<file path="src/rtl/i2c_slave_pkg.sv">
// ============================================================================
//  Module   : i2c_slave_pkg
//  Purpose  : Shared I2C definitions: FSM state encoding, bus widths and the
//             ACK/NACK bit levels.
//  Ports    : none (package)
//  Revision : 1.0  initial release
// ============================================================================
`default_nettype none

package i2c_slave_pkg;

    localparam int I2C_ADDR_W = 7;
    localparam int I2C_BYTE_W = 8;

    // Level of the acknowledge bit on the bus.
    localparam logic ACK  = 1'b0;
    localparam logic NACK = 1'b1;

    typedef enum logic [2:0] {
        ST_IDLE      = 3'd0,
        ST_ADDR      = 3'd1,
        ST_ADDR_ACK  = 3'd2,
        ST_RX        = 3'd3,
        ST_RX_ACK    = 3'd4,
        ST_TX        = 3'd5,
        ST_TX_ACK    = 3'd6,
        ST_WAIT_STOP = 3'd7
    } state_t;

endpackage

`default_nettype wire

</file>
<file path="src/rtl/i2c_slave_if.sv">
// ============================================================================
//  Module   : i2c_slave_if
//  Purpose  : Groups the I2C pin signals and the fabric byte handshake of the
//             I2C target.
//  Signals  : scl_in, sda_in   pin levels (asynchronous)
//             sda_oe           1 = pull SDA low
//             rx_data/rx_valid received write byte and its one-clk strobe
//             tx_data/tx_req   read byte and its one-clk request strobe
//             busy             transfer addressed to this target in progress
//  Modports : slave  - the I2C target side
//             master - the board/fabric side driving the target
//  Revision : 1.0  initial release
// ============================================================================
`default_nettype none

interface i2c_slave_if;
    import i2c_slave_pkg::*;

    logic                  scl_in;
    logic                  sda_in;
    logic                  sda_oe;
    logic [I2C_BYTE_W-1:0] rx_data;
    logic                  rx_valid;
    logic [I2C_BYTE_W-1:0] tx_data;
    logic                  tx_req;
    logic                  busy;

    modport slave (
        input  scl_in, sda_in, tx_data,
        output sda_oe, rx_data, rx_valid, tx_req, busy
    );

    modport master (
        output scl_in, sda_in, tx_data,
        input  sda_oe, rx_data, rx_valid, tx_req, busy
    );

endinterface

`default_nettype wire

</file>
<file path="src/rtl/i2c_sync_edge.sv">
// ============================================================================
//  Module   : i2c_sync_edge
//  Purpose  : Multi-flop synchroniser for an asynchronous pin followed by a
//             one-flop edge detector producing single-clk rise/fall strobes.
//  Ports    : clk      in  system clock
//             reset    in  synchronous active-high reset
//             din_i    in  asynchronous pin level
//             level_o  out synchronised level
//             rise_o   out one-clk strobe on a 0->1 transition
//             fall_o   out one-clk strobe on a 1->0 transition
//  Revision : 1.0  initial release
// ============================================================================
`default_nettype none

module i2c_sync_edge #(
    parameter int SYNC_STAGES = 2
) (
    input  logic clk,
    input  logic reset,
    input  logic din_i,
    output logic level_o,
    output logic rise_o,
    output logic fall_o
);

    logic [SYNC_STAGES-1:0] sync_q;
    logic                   prev_q;

    // Reset to the idle-bus level so leaving reset on a quiet bus creates
    // no spurious edges.
    always_ff @(posedge clk) begin
        if (reset) begin
            sync_q <= '1;
            prev_q <= 1'b1;
        end else begin
            sync_q <= {sync_q[SYNC_STAGES-2:0], din_i};
            prev_q <= sync_q[SYNC_STAGES-1];
        end
    end

    assign level_o = sync_q[SYNC_STAGES-1];
    assign rise_o  = level_o & ~prev_q;
    assign fall_o  = ~level_o & prev_q;

endmodule

`default_nettype wire

</file>
<file path="src/rtl/i2c_slave.sv">
// ============================================================================
//  Module   : i2c_slave
//  Purpose  : I2C target. Oversamples SCL/SDA, detects START/STOP, matches a
//             7-bit address and ACKs it; receives write bytes into the fabric
//             and shifts read bytes fetched from the fabric out MSB first.
//  Ports    : clk    in  system clock (>= 8x SCL)
//             reset  in  synchronous active-high reset
//             bus    i2c_slave_if.slave (pins and fabric byte handshake)
//  Revision : 1.0  initial release
// ============================================================================
`default_nettype none

module i2c_slave
    import i2c_slave_pkg::*;
#(
    parameter logic [I2C_ADDR_W-1:0] SLAVE_ADDR  = 7'h50,
    parameter int                    SYNC_STAGES = 2
) (
    input  logic       clk,
    input  logic       reset,
    i2c_slave_if.slave bus
);

    logic scl_lvl, scl_rise, scl_fall;
    logic sda_lvl, sda_rise, sda_fall;

    i2c_sync_edge #(.SYNC_STAGES(SYNC_STAGES)) u_scl_sync (
        .clk     (clk),
        .reset   (reset),
        .din_i   (bus.scl_in),
        .level_o (scl_lvl),
        .rise_o  (scl_rise),
        .fall_o  (scl_fall)
    );

    i2c_sync_edge #(.SYNC_STAGES(SYNC_STAGES)) u_sda_sync (
        .clk     (clk),
        .reset   (reset),
        .din_i   (bus.sda_in),
        .level_o (sda_lvl),
        .rise_o  (sda_rise),
        .fall_o  (sda_fall)
    );

    state_t                state_q, state_d;
    logic [2:0]            cnt_q, cnt_d;
    logic [I2C_BYTE_W-1:0] shreg_q, shreg_d;
    logic                  rw_q, rw_d;
    // Second-step marker inside the multi-fall states: in ADDR_ACK it means
    // the ACK is being driven, in RX the byte is complete, in TX_ACK the
    // master ACKed and the next byte loads on the coming fall.
    logic                  phase_q, phase_d;
    logic                  sda_oe_q, sda_oe_d;
    logic [I2C_BYTE_W-1:0] rx_data_q, rx_data_d;
    logic                  rx_valid_q, rx_valid_d;
    logic                  tx_req_q, tx_req_d;
    logic                  busy_q, busy_d;

    logic                  start_evt, stop_evt;
    logic [I2C_BYTE_W-1:0] byte_in;

    assign start_evt = sda_fall & scl_lvl;
    assign stop_evt  = sda_rise & scl_lvl;
    // Shift register contents after taking in the bit present on SDA now.
    assign byte_in   = {shreg_q[I2C_BYTE_W-2:0], sda_lvl};

    always_ff @(posedge clk) begin
        if (reset) begin
            state_q    <= ST_IDLE;
            cnt_q      <= 3'd7;
            shreg_q    <= '0;
            rw_q       <= 1'b0;
            phase_q    <= 1'b0;
            sda_oe_q   <= 1'b0;
            rx_data_q  <= '0;
            rx_valid_q <= 1'b0;
            tx_req_q   <= 1'b0;
            busy_q     <= 1'b0;
        end else begin
            state_q    <= state_d;
            cnt_q      <= cnt_d;
            shreg_q    <= shreg_d;
            rw_q       <= rw_d;
            phase_q    <= phase_d;
            sda_oe_q   <= sda_oe_d;
            rx_data_q  <= rx_data_d;
            rx_valid_q <= rx_valid_d;
            tx_req_q   <= tx_req_d;
            busy_q     <= busy_d;
        end
    end

    always_comb begin
        state_d    = state_q;
        cnt_d      = cnt_q;
        shreg_d    = shreg_q;
        rw_d       = rw_q;
        phase_d    = phase_q;
        sda_oe_d   = sda_oe_q;
        rx_data_d  = rx_data_q;
        rx_valid_d = 1'b0;
        tx_req_d   = 1'b0;
        busy_d     = busy_q;

        if (start_evt) begin
            // Also covers repeated START: any partial byte is abandoned.
            state_d  = ST_ADDR;
            cnt_d    = 3'd7;
            sda_oe_d = 1'b0;
            busy_d   = 1'b0;
            phase_d  = 1'b0;
        end else if (stop_evt) begin
            state_d  = ST_IDLE;
            sda_oe_d = 1'b0;
            busy_d   = 1'b0;
            phase_d  = 1'b0;
        end else begin
            case (state_q)
                ST_ADDR: begin
                    if (scl_rise) begin
                        shreg_d = byte_in;
                        if (cnt_q == 3'd0) begin
                            if (byte_in[7:1] == SLAVE_ADDR) begin
                                state_d  = ST_ADDR_ACK;
                                busy_d   = 1'b1;
                                rw_d     = byte_in[0];
                                tx_req_d = byte_in[0];
                                phase_d  = 1'b0;
                            end else begin
                                state_d = ST_WAIT_STOP;
                            end
                        end else begin
                            cnt_d = cnt_q - 3'd1;
                        end
                    end
                end

                ST_ADDR_ACK: begin
                    if (scl_fall) begin
                        if (!phase_q) begin
                            sda_oe_d = ~ACK;
                            phase_d  = 1'b1;
                        end else begin
                            phase_d = 1'b0;
                            cnt_d   = 3'd7;
                            if (rw_q) begin
                                shreg_d  = bus.tx_data;
                                sda_oe_d = ~bus.tx_data[7];
                                state_d  = ST_TX;
                            end else begin
                                sda_oe_d = 1'b0;
                                state_d  = ST_RX;
                            end
                        end
                    end
                end

                ST_RX: begin
                    if (scl_rise) begin
                        shreg_d = byte_in;
                        if (cnt_q == 3'd0) begin
                            rx_data_d  = byte_in;
                            rx_valid_d = 1'b1;
                            phase_d    = 1'b1;
                        end else begin
                            cnt_d = cnt_q - 3'd1;
                        end
                    end else if (scl_fall && phase_q) begin
                        sda_oe_d = ~ACK;
                        phase_d  = 1'b0;
                        state_d  = ST_RX_ACK;
                    end
                end

                ST_RX_ACK: begin
                    if (scl_fall) begin
                        sda_oe_d = 1'b0;
                        cnt_d    = 3'd7;
                        state_d  = ST_RX;
                    end
                end

                ST_TX: begin
                    if (scl_fall) begin
                        if (cnt_q == 3'd0) begin
                            sda_oe_d = 1'b0;
                            phase_d  = 1'b0;
                            state_d  = ST_TX_ACK;
                        end else begin
                            // Rotate so the next bit to drive sits at [7].
                            shreg_d  = {shreg_q[I2C_BYTE_W-2:0], shreg_q[I2C_BYTE_W-1]};
                            sda_oe_d = ~shreg_q[I2C_BYTE_W-2];
                            cnt_d    = cnt_q - 3'd1;
                        end
                    end
                end

                ST_TX_ACK: begin
                    if (scl_rise && !phase_q) begin
                        if (sda_lvl == NACK) begin
                            state_d = ST_WAIT_STOP;
                        end else begin
                            tx_req_d = 1'b1;
                            phase_d  = 1'b1;
                        end
                    end else if (scl_fall && phase_q) begin
                        shreg_d  = bus.tx_data;
                        sda_oe_d = ~bus.tx_data[7];
                        cnt_d    = 3'd7;
                        phase_d  = 1'b0;
                        state_d  = ST_TX;
                    end
                end

                default: begin
                    // IDLE and WAIT_STOP only react to START/STOP.
                end
            endcase
        end
    end

    assign bus.sda_oe   = sda_oe_q;
    assign bus.rx_data  = rx_data_q;
    assign bus.rx_valid = rx_valid_q;
    assign bus.tx_req   = tx_req_q;
    assign bus.busy     = busy_q;

endmodule

`default_nettype wire

</file>
<file path="src/flat_wrapper.sv">
// flat-port wrapper written by rule: the top's interface ports become plain ports
module i2c_slave_flat import i2c_slave_pkg::*;
#(
    parameter logic [I2C_ADDR_W-1:0] SLAVE_ADDR  = 7'h50,
    parameter int                    SYNC_STAGES = 2
)
  (clk, reset, bus_scl_in, bus_sda_in, bus_tx_data, bus_sda_oe, bus_rx_data, bus_rx_valid, bus_tx_req, bus_busy);
  i2c_slave_if bus_i ();
  input  logic clk;
  input  logic reset;
  input wire logic [$bits(bus_i.scl_in)-1:0] bus_scl_in;
  input wire logic [$bits(bus_i.sda_in)-1:0] bus_sda_in;
  input wire logic [$bits(bus_i.tx_data)-1:0] bus_tx_data;
  output wire logic [$bits(bus_i.sda_oe)-1:0] bus_sda_oe;
  output wire logic [$bits(bus_i.rx_data)-1:0] bus_rx_data;
  output wire logic [$bits(bus_i.rx_valid)-1:0] bus_rx_valid;
  output wire logic [$bits(bus_i.tx_req)-1:0] bus_tx_req;
  output wire logic [$bits(bus_i.busy)-1:0] bus_busy;
  assign bus_i.scl_in = bus_scl_in;
  assign bus_i.sda_in = bus_sda_in;
  assign bus_i.tx_data = bus_tx_data;
  assign bus_sda_oe = bus_i.sda_oe;
  assign bus_rx_data = bus_i.rx_data;
  assign bus_rx_valid = bus_i.rx_valid;
  assign bus_tx_req = bus_i.tx_req;
  assign bus_busy = bus_i.busy;
  i2c_slave #(.SLAVE_ADDR(SLAVE_ADDR), .SYNC_STAGES(SYNC_STAGES)) u_core (.clk(clk), .reset(reset), .bus(bus_i));
endmodule
</file>
<file path="config.mk">
export PLATFORM = sky130hd
export DESIGN_NAME = i2c_slave_flat
export DESIGN_NICKNAME = d
export VERILOG_FILES = /design/src/rtl/i2c_slave_pkg.sv /design/src/rtl/i2c_slave_if.sv /design/src/rtl/i2c_sync_edge.sv /design/src/rtl/i2c_slave.sv /design/src/flat_wrapper.sv
export SDC_FILE = /design/constraint.sdc
export NUM_CORES = 1
export LEC_CHECK = 0
export BUFFER_PORTS_ARGS = -buffer_cell sky130_fd_sc_hd__buf_2
export CAP_MARGIN = 40
export CORE_MARGIN = 1
export CORE_UTILIZATION = 40
export DETAILED_ROUTE_END_ITERATION = 8
export PLACE_DENSITY_LB_ADDON = 0.3
export SLEW_MARGIN = 20
export SYNTH_ARGS = -nofsm -noshare
export SYNTH_HDL_FRONTEND = slang
export SYNTH_SLANG_ARGS = --single-unit
</file>
<file path="constraint.sdc">
create_clock -name clk -period 2.9 [get_ports clk]
set_input_delay 0.145 -clock clk [delete_from_list [all_inputs] [get_ports clk]]
set_output_delay 0.145 -clock clk [all_outputs]
set_load 0.01 [all_outputs]
</file>
==> results.toml, run 1 <==
[yosys]
synth_area_leaders = "dfxtp_1 (35%), mux2i_1 (9.2%), a21oi_1 (4.6%)"
post-synth-top-count-cell = "dfxtp_1"
synth_seq_cells = 34
synthTopCellsByCount = "dfxtp_1 (34), a21oi_1 (18), mux2i_1 (18)"
synthSimpleGateAreaFrac_pct = 20.71
synth_top_area_share_pct = 34.87
async_reset_ff_share_pct = 0
ys.flop_type = "dfxtp_1"
synth_warnings = 0
synth_cell_types = 58
syn_avg_cell_area_um2 = 8.913
synth-compound-area-share_pct = 25.83
synth_edf_count = 0
ys_seq_area_share_pct = 34.87
syn_area_mm2 = 0.001952
synth_fa_ha_area_share_pct = 1.282
yosys.area.top_type = "dfxtp_1"
synth_top_family_by_area = "compound AO/OA/AOI/OAI gates"
synth_mux_area_share_pct = 9.231
synth_xor_area_share_pct = 0.8974
synthesis.nets = 233
synthCells = 219

[clock_network]
postCtsSetupBuffers = 0
cts.htree.levels = 2
cts_buffers = 5
clk_pin_slew_ns = 0.07
clockBufferDepth = 2
ctsResizeCount = 0
clock-root-buffer = "clkbuf_8"
clock_latency_ns = 0.29
cts_hold_buf = 0
cts_tree = "built"
clkSinkCount = 34

[layout]
fin_cells = 303
design_area_mm2 = 0.002187
area_growth_syn_to_layout_pct = 12.05
num_antenna_cells = 0
drive_gt1_share_pct = 22.03
n_fill_cell = 456
num-nets-final = 250

[timing]
skew_ns = 0.008906
fmax_mhz = 429.2
period_needed_ns = 2.330
post-route-period-util_pct = 80.34
finalSetupViolations = 0
rsz0062_at_grt = "false"
slew_violations = 0
worst_slew_pin_slew_ns = 0.7475
max-slew-margin-rel_pct = 50.17
setup_tns_ns = 0
finalHoldViolCount = 0
setup_ws_ns = 0.5702

[worst_setup_path]
cp-end-kind = "flop"
start_kind = "flop"
crit_fanout = 19
cp.required_ns = 3.08
worstPathArrival_ns = 2.51
crit_type = "flop to flop"

[route]
drtIter0Drc = 130
dr.pass1.iters = 4
drtAntennaViolNets = 0
finalWirelength_um = 4521
wl_per_cell_um = 14.92
routed_via_density = 5.650
drcViolationCount = 0
num_vias = 1712

[grt]
grt_overflow_total = 0
grt_pass1_wl_um = 7176
grt_max_degree = 27
grt_usage_pct = 18.12
grt_pass1_vias = 1489
antenna_found_initial = 0

[placement]
place_ws_ns = 0.6793
placed_cells = 296
port_buffers = 23
dp_hpwl_um = 3069
place_area_mm2 = 0.002074
routabilityCongestion = 0.8879

[job]
max_cap_violations = 0

[floorplanning]
die-area_mm2 = 0.005163
start_util_pct = 41.32
rows = 25
die_height_um = 71.86
die_w_um = 71.86
core_mm2 = 0.004723
io_pins = 24

[power]
cellLeakagePower_nw = 0.8973
p_total_mw = 1.796
power_density_mw_per_mm2 = 821.2
ir_drop_mv = 0.3371

[hold_path]
holdCritPathClass = "primary input to flop"

[status]
status = "complete, no violations"
through the flow:
stage | utilization, % | hold slack [ns]
2_1_floorplan | - | 0.2488
3_3_place_gp | 43.92 | 0.3260
3_5_place_dp | 43.92 | 0.3285
4_1_cts | 46.30 | 0.02921
5_1_grt | 46.30 | 0.03799
6_report | 46.30 | 0.03662
where the power goes:
part | internal [mW] | total, mW | switching (mW) | leakage (nW)
Clock | 0.275 | 0.450 | 0.175 | 0.0573
Sequential | 0.539 | 0.668 | 0.130 | 0.276
Combinational | 0.292 | 0.678 | 0.386 | 0.564
Total | 1.11 | 1.80 | 0.690 | 0.897
per-layer routing:
metal | GRT usage, % | wire length (um) | vias up
li1 | - | - | 838
met1 | 23.31 | 2134 | 794
met2 | 27.04 | 1962 | 65
met3 | 4.219 | 266 | 15
met4 | 11.98 | 158 | 0
met5 | 0 | 0 | -
cell type report:
type                            instances  area (um^2)  share of cell area [%]
Tap cell                               67        83.83                   3.833
Multi-Input combinational cell        159         1131                   51.72
Clock buffer                            6        82.58                   3.776
Inverter                                9        33.78                   1.545
Clock inverter                          1        30.03                   1.373
Sequential cell                        34        680.7                   31.12
Timing Repair Buffer                   27        145.1                   6.636
worst max-delay path, cell delays in order (launching register included):
cell	delay (ns)
dfxtp_1	0.71
and3b_1	0.33
o21ai_2	0.10
a311oi_4	0.68
a21oi_1	0.17
a41o_1	0.22
registers in the layout, indices dropped and copies added, names as in the netlist:
name	cells
u_core.bus.rx_valid	1
u_core.shreg_q	8
u_core.bus.busy	1
u_core.cnt_q	3
u_core.bus.sda_oe	1
u_core.u_sda_sync.sync_q	2
u_core.rw_q	1
u_core.u_sda_sync.prev_q	1
u_core.bus.tx_req	1
u_core.u_scl_sync.prev_q	1
u_core.phase_q	1
u_core.bus.rx_data	8
u_core.state_q	3
u_core.u_scl_sync.sync_q	2
path summary, 6_finish.rpt:
| check | slack (ns) | endpoint | cells past startpoint | from |
|---|---|---|---|---|
| min reg2reg | 0.41 | u_core.u_sda_sync.sync_q[1]$_SDFF_PP1_ | 1 | u_core.u_sda_sync.sync_q[0]$_SDFF_PP1_ |
| min | 0.04 | u_core.u_sda_sync.sync_q[0]$_SDFF_PP1_ | 2 | bus_sda_in |
| max | 0.57 | u_core.shreg_q[0]$_SDFFE_PP0P_ | 5 | u_core.state_q[2]$_SDFFE_PP0P_ |
| max reg2reg | 0.57 | u_core.shreg_q[0]$_SDFFE_PP0P_ | 5 | u_core.state_q[2]$_SDFFE_PP0P_ |
kinds of logic after synthesis:
logic type | count (synthesis)
adder cells (fa/ha/maj) | 2
AND/OR/NAND/NOR | 72
AO/OA/AOI/OAI | 65
buffers and inverters | 26
multiplexers | 18
XOR/XNOR | 2
flip-flops | 34
placed cells by master (no fill, tap or decap), drive strengths merged, types with 3 or more instances in the layout:
cell type / Yosys / final
nor2: 16 / 16
buf: 12 / 27
nor2b: 5 / 5
nand2: 13 / 13
a311oi: 10 / 10
dfxtp: 34 / 34
nand3: 5 / 5
o221ai: 4 / 4
nor3: 3 / 3
o22ai: 3 / 3
nand2b: 4 / 4
a21oi: 19 / 19
clkbuf: 5 / 6
o21ai: 9 / 9
mux2i: 18 / 18
nor3b: 3 / 3
inv: 9 / 9
or2: 7 / 7
Note: power is estimated with default switching activity, not from simulation.
==> run 2: changes to the inputs <==
==> constraint.sdc (replaced) <==
create_clock -name clk -period 2.05 [get_ports clk]
set_input_delay 0.1025 -clock clk [delete_from_list [all_inputs] [get_ports clk]]
set_output_delay 0.1025 -clock clk [all_outputs]
set_load 0.01 [all_outputs]
==> run 2 against run 1 <==
Net effect: final cell count is 5.0% higher; setup slack worse by 0.44 ns; clock-buffer cell count stayed put; clock skew is 0.0058 ns higher; clock power is 16% higher; combinational power is 67% higher; hold slack better by 0.12 ns; critical path depth is 1 higher; sequential power is 35% higher; power is 42% higher; first-iteration DRC count is 51% higher; core utilization is 2.1 points higher.
==> results.toml, run 2 (same netlist as run 1, synthesis figures left out) <==
[timing]
finalHoldViolCount = 0
finalSetupViolations = 0
skew_ns = 0.01466
worst_slew_pin_slew_ns = 0.5404
slew_violations = 0
setup_tns_ns = 0
hold-worst-slack_ns = 0.1604
max-slew-margin-rel_pct = 63.90
rsz0062_at_grt = "false"
fmax_mhz = 521.4
period_needed_ns = 1.918
post-route-period-util_pct = 93.55

[worst_setup_path]
ff2ff_path_depth = 6
cp.required_ns = 2.23
worstPathArrival_ns = 2.10
crit_type = "flop to flop"
cp-end-kind = "flop"
crit_fanout = 16
start_kind = "flop"

[layout]
final_common_cell = "dfxtp_1"
area_growth_syn_to_layout_pct = 17.12
most-common-layout-cells = "dfxtp_1 (33), buf_2 (23), mux2i_1 (18), a21oi_1 (18)"
num_antenna_cells = 0
num-nets-final = 264
drive_gt1_share_pct = 26.69
design_area_mm2 = 0.002286

[clock_network]
clock_latency_ns = 0.29
clock-root-buffer = "clkbuf_8"
clockBufferDepth = 2
clk_pin_slew_ns = 0.08
clkSinkCount = 34
cts_buffers = 5
cts_tree = "built"
cts.htree.levels = 2

[power]
cellLeakagePower_nw = 0.9580
power_density_mw_per_mm2 = 1116
ir_drop_mv = 0.5137
p_total_mw = 2.551

[floorplanning]
core_mm2 = 0.004723
die_w_um = 71.86
die_height_um = 71.86
die-area_mm2 = 0.005163
rows = 25
io_pins = 24
start_util_pct = 41.32

[grt]
grt_overflow_total = 0
grt_pass1_wl_um = 7348
grt_usage_pct = 18.38
antenna_found_initial = 0
grt_pass1_vias = 1532
grt_max_degree = 18

[route]
finalWirelength_um = 4546
drcViolationCount = 0
drtIter0Drc = 196
drtAntennaViolNets = 0
routed_via_density = 5.506
dr.pass1.iters = 4
wl_per_cell_um = 14.30
num_vias = 1751

[job]
max_cap_violations = 0

[status]
status = "complete, no violations"

[placement]
dp_hpwl_um = 3336
port_buffers = 23
routabilityCongestion = 0.8874
place_area_mm2 = 0.002165

[hold_path]
whs_path_depth = 2
holdCritPathClass = "primary input to flop"
==> run 2: what timing repair did <==
item | CTS | global route
hold endpoints to repair | 2 | 0
setup buffers | 0 | 0
gates resized for setup | 0 | 2
hold buffers | 2 | 0
endpoints found under the setup margin | 0 | 8
==> run 2: routing by layer <==
layer	vias to the layer above	wire length [um]	global-route usage (%)
li1	866	-	-
met1	800	2176	25.11
met2	70	1993	27.25
met3	15	231	3.797
met4	0	144	9.586
met5	-	0	0
==> run 2: power breakdown <==
group	switching (mW)	internal, mW
Clock	0.254	0.270
Combinational	0.619	0.508
Sequential	0.137	0.764
Total	1.01	1.54
==> run 2: path summary, 6_finish.rpt <==
check                                         startpoint                                      to  slack [ns]
setup / recovery          u_core.state_q[0]$_SDFFE_PP0P_          u_core.shreg_q[4]$_SDFFE_PP0P_        0.13
hold / removal                                     reset     u_core.u_scl_sync.prev_q$_SDFF_PP1_        0.16
setup reg to reg          u_core.state_q[0]$_SDFFE_PP0P_          u_core.shreg_q[4]$_SDFFE_PP0P_        0.13
hold reg to reg   u_core.u_sda_sync.sync_q[0]$_SDFF_PP1_  u_core.u_sda_sync.sync_q[1]$_SDFF_PP1_        0.41
==> run 2: critical path, cell delays in order, from the launching register on <==
cell,delay [ns]
dfxtp_1,0.62
buf_4,0.21
o21ai_2,0.06
a311oi_4,0.31
buf_4,0.26
a21oi_1,0.09
a311oi_1,0.25
==> run 2: metrics by stage <==
step                utilization, %  setup WS [ns]  std cells
floorplan                        -         0.3256        219
global placement             45.83         0.1139        308
detailed placement           45.83         0.1089        308
CTS                          48.26        0.08130        318
global route                 48.40        0.01066        318
finish                       48.40         0.1322        318
==> run 2: layout make-up <==
class / count / area (um^2)
Multi-Input combinational cell: 159 / 1136
Fill cell: 433 / 2437
Clock buffer: 6 / 82.58
Sequential cell: 34 / 681.9
Timing Repair Buffer: 41 / 255.2
Inverter: 9 / 33.78
Tap cell: 67 / 83.83
Clock inverter: 2 / 12.51
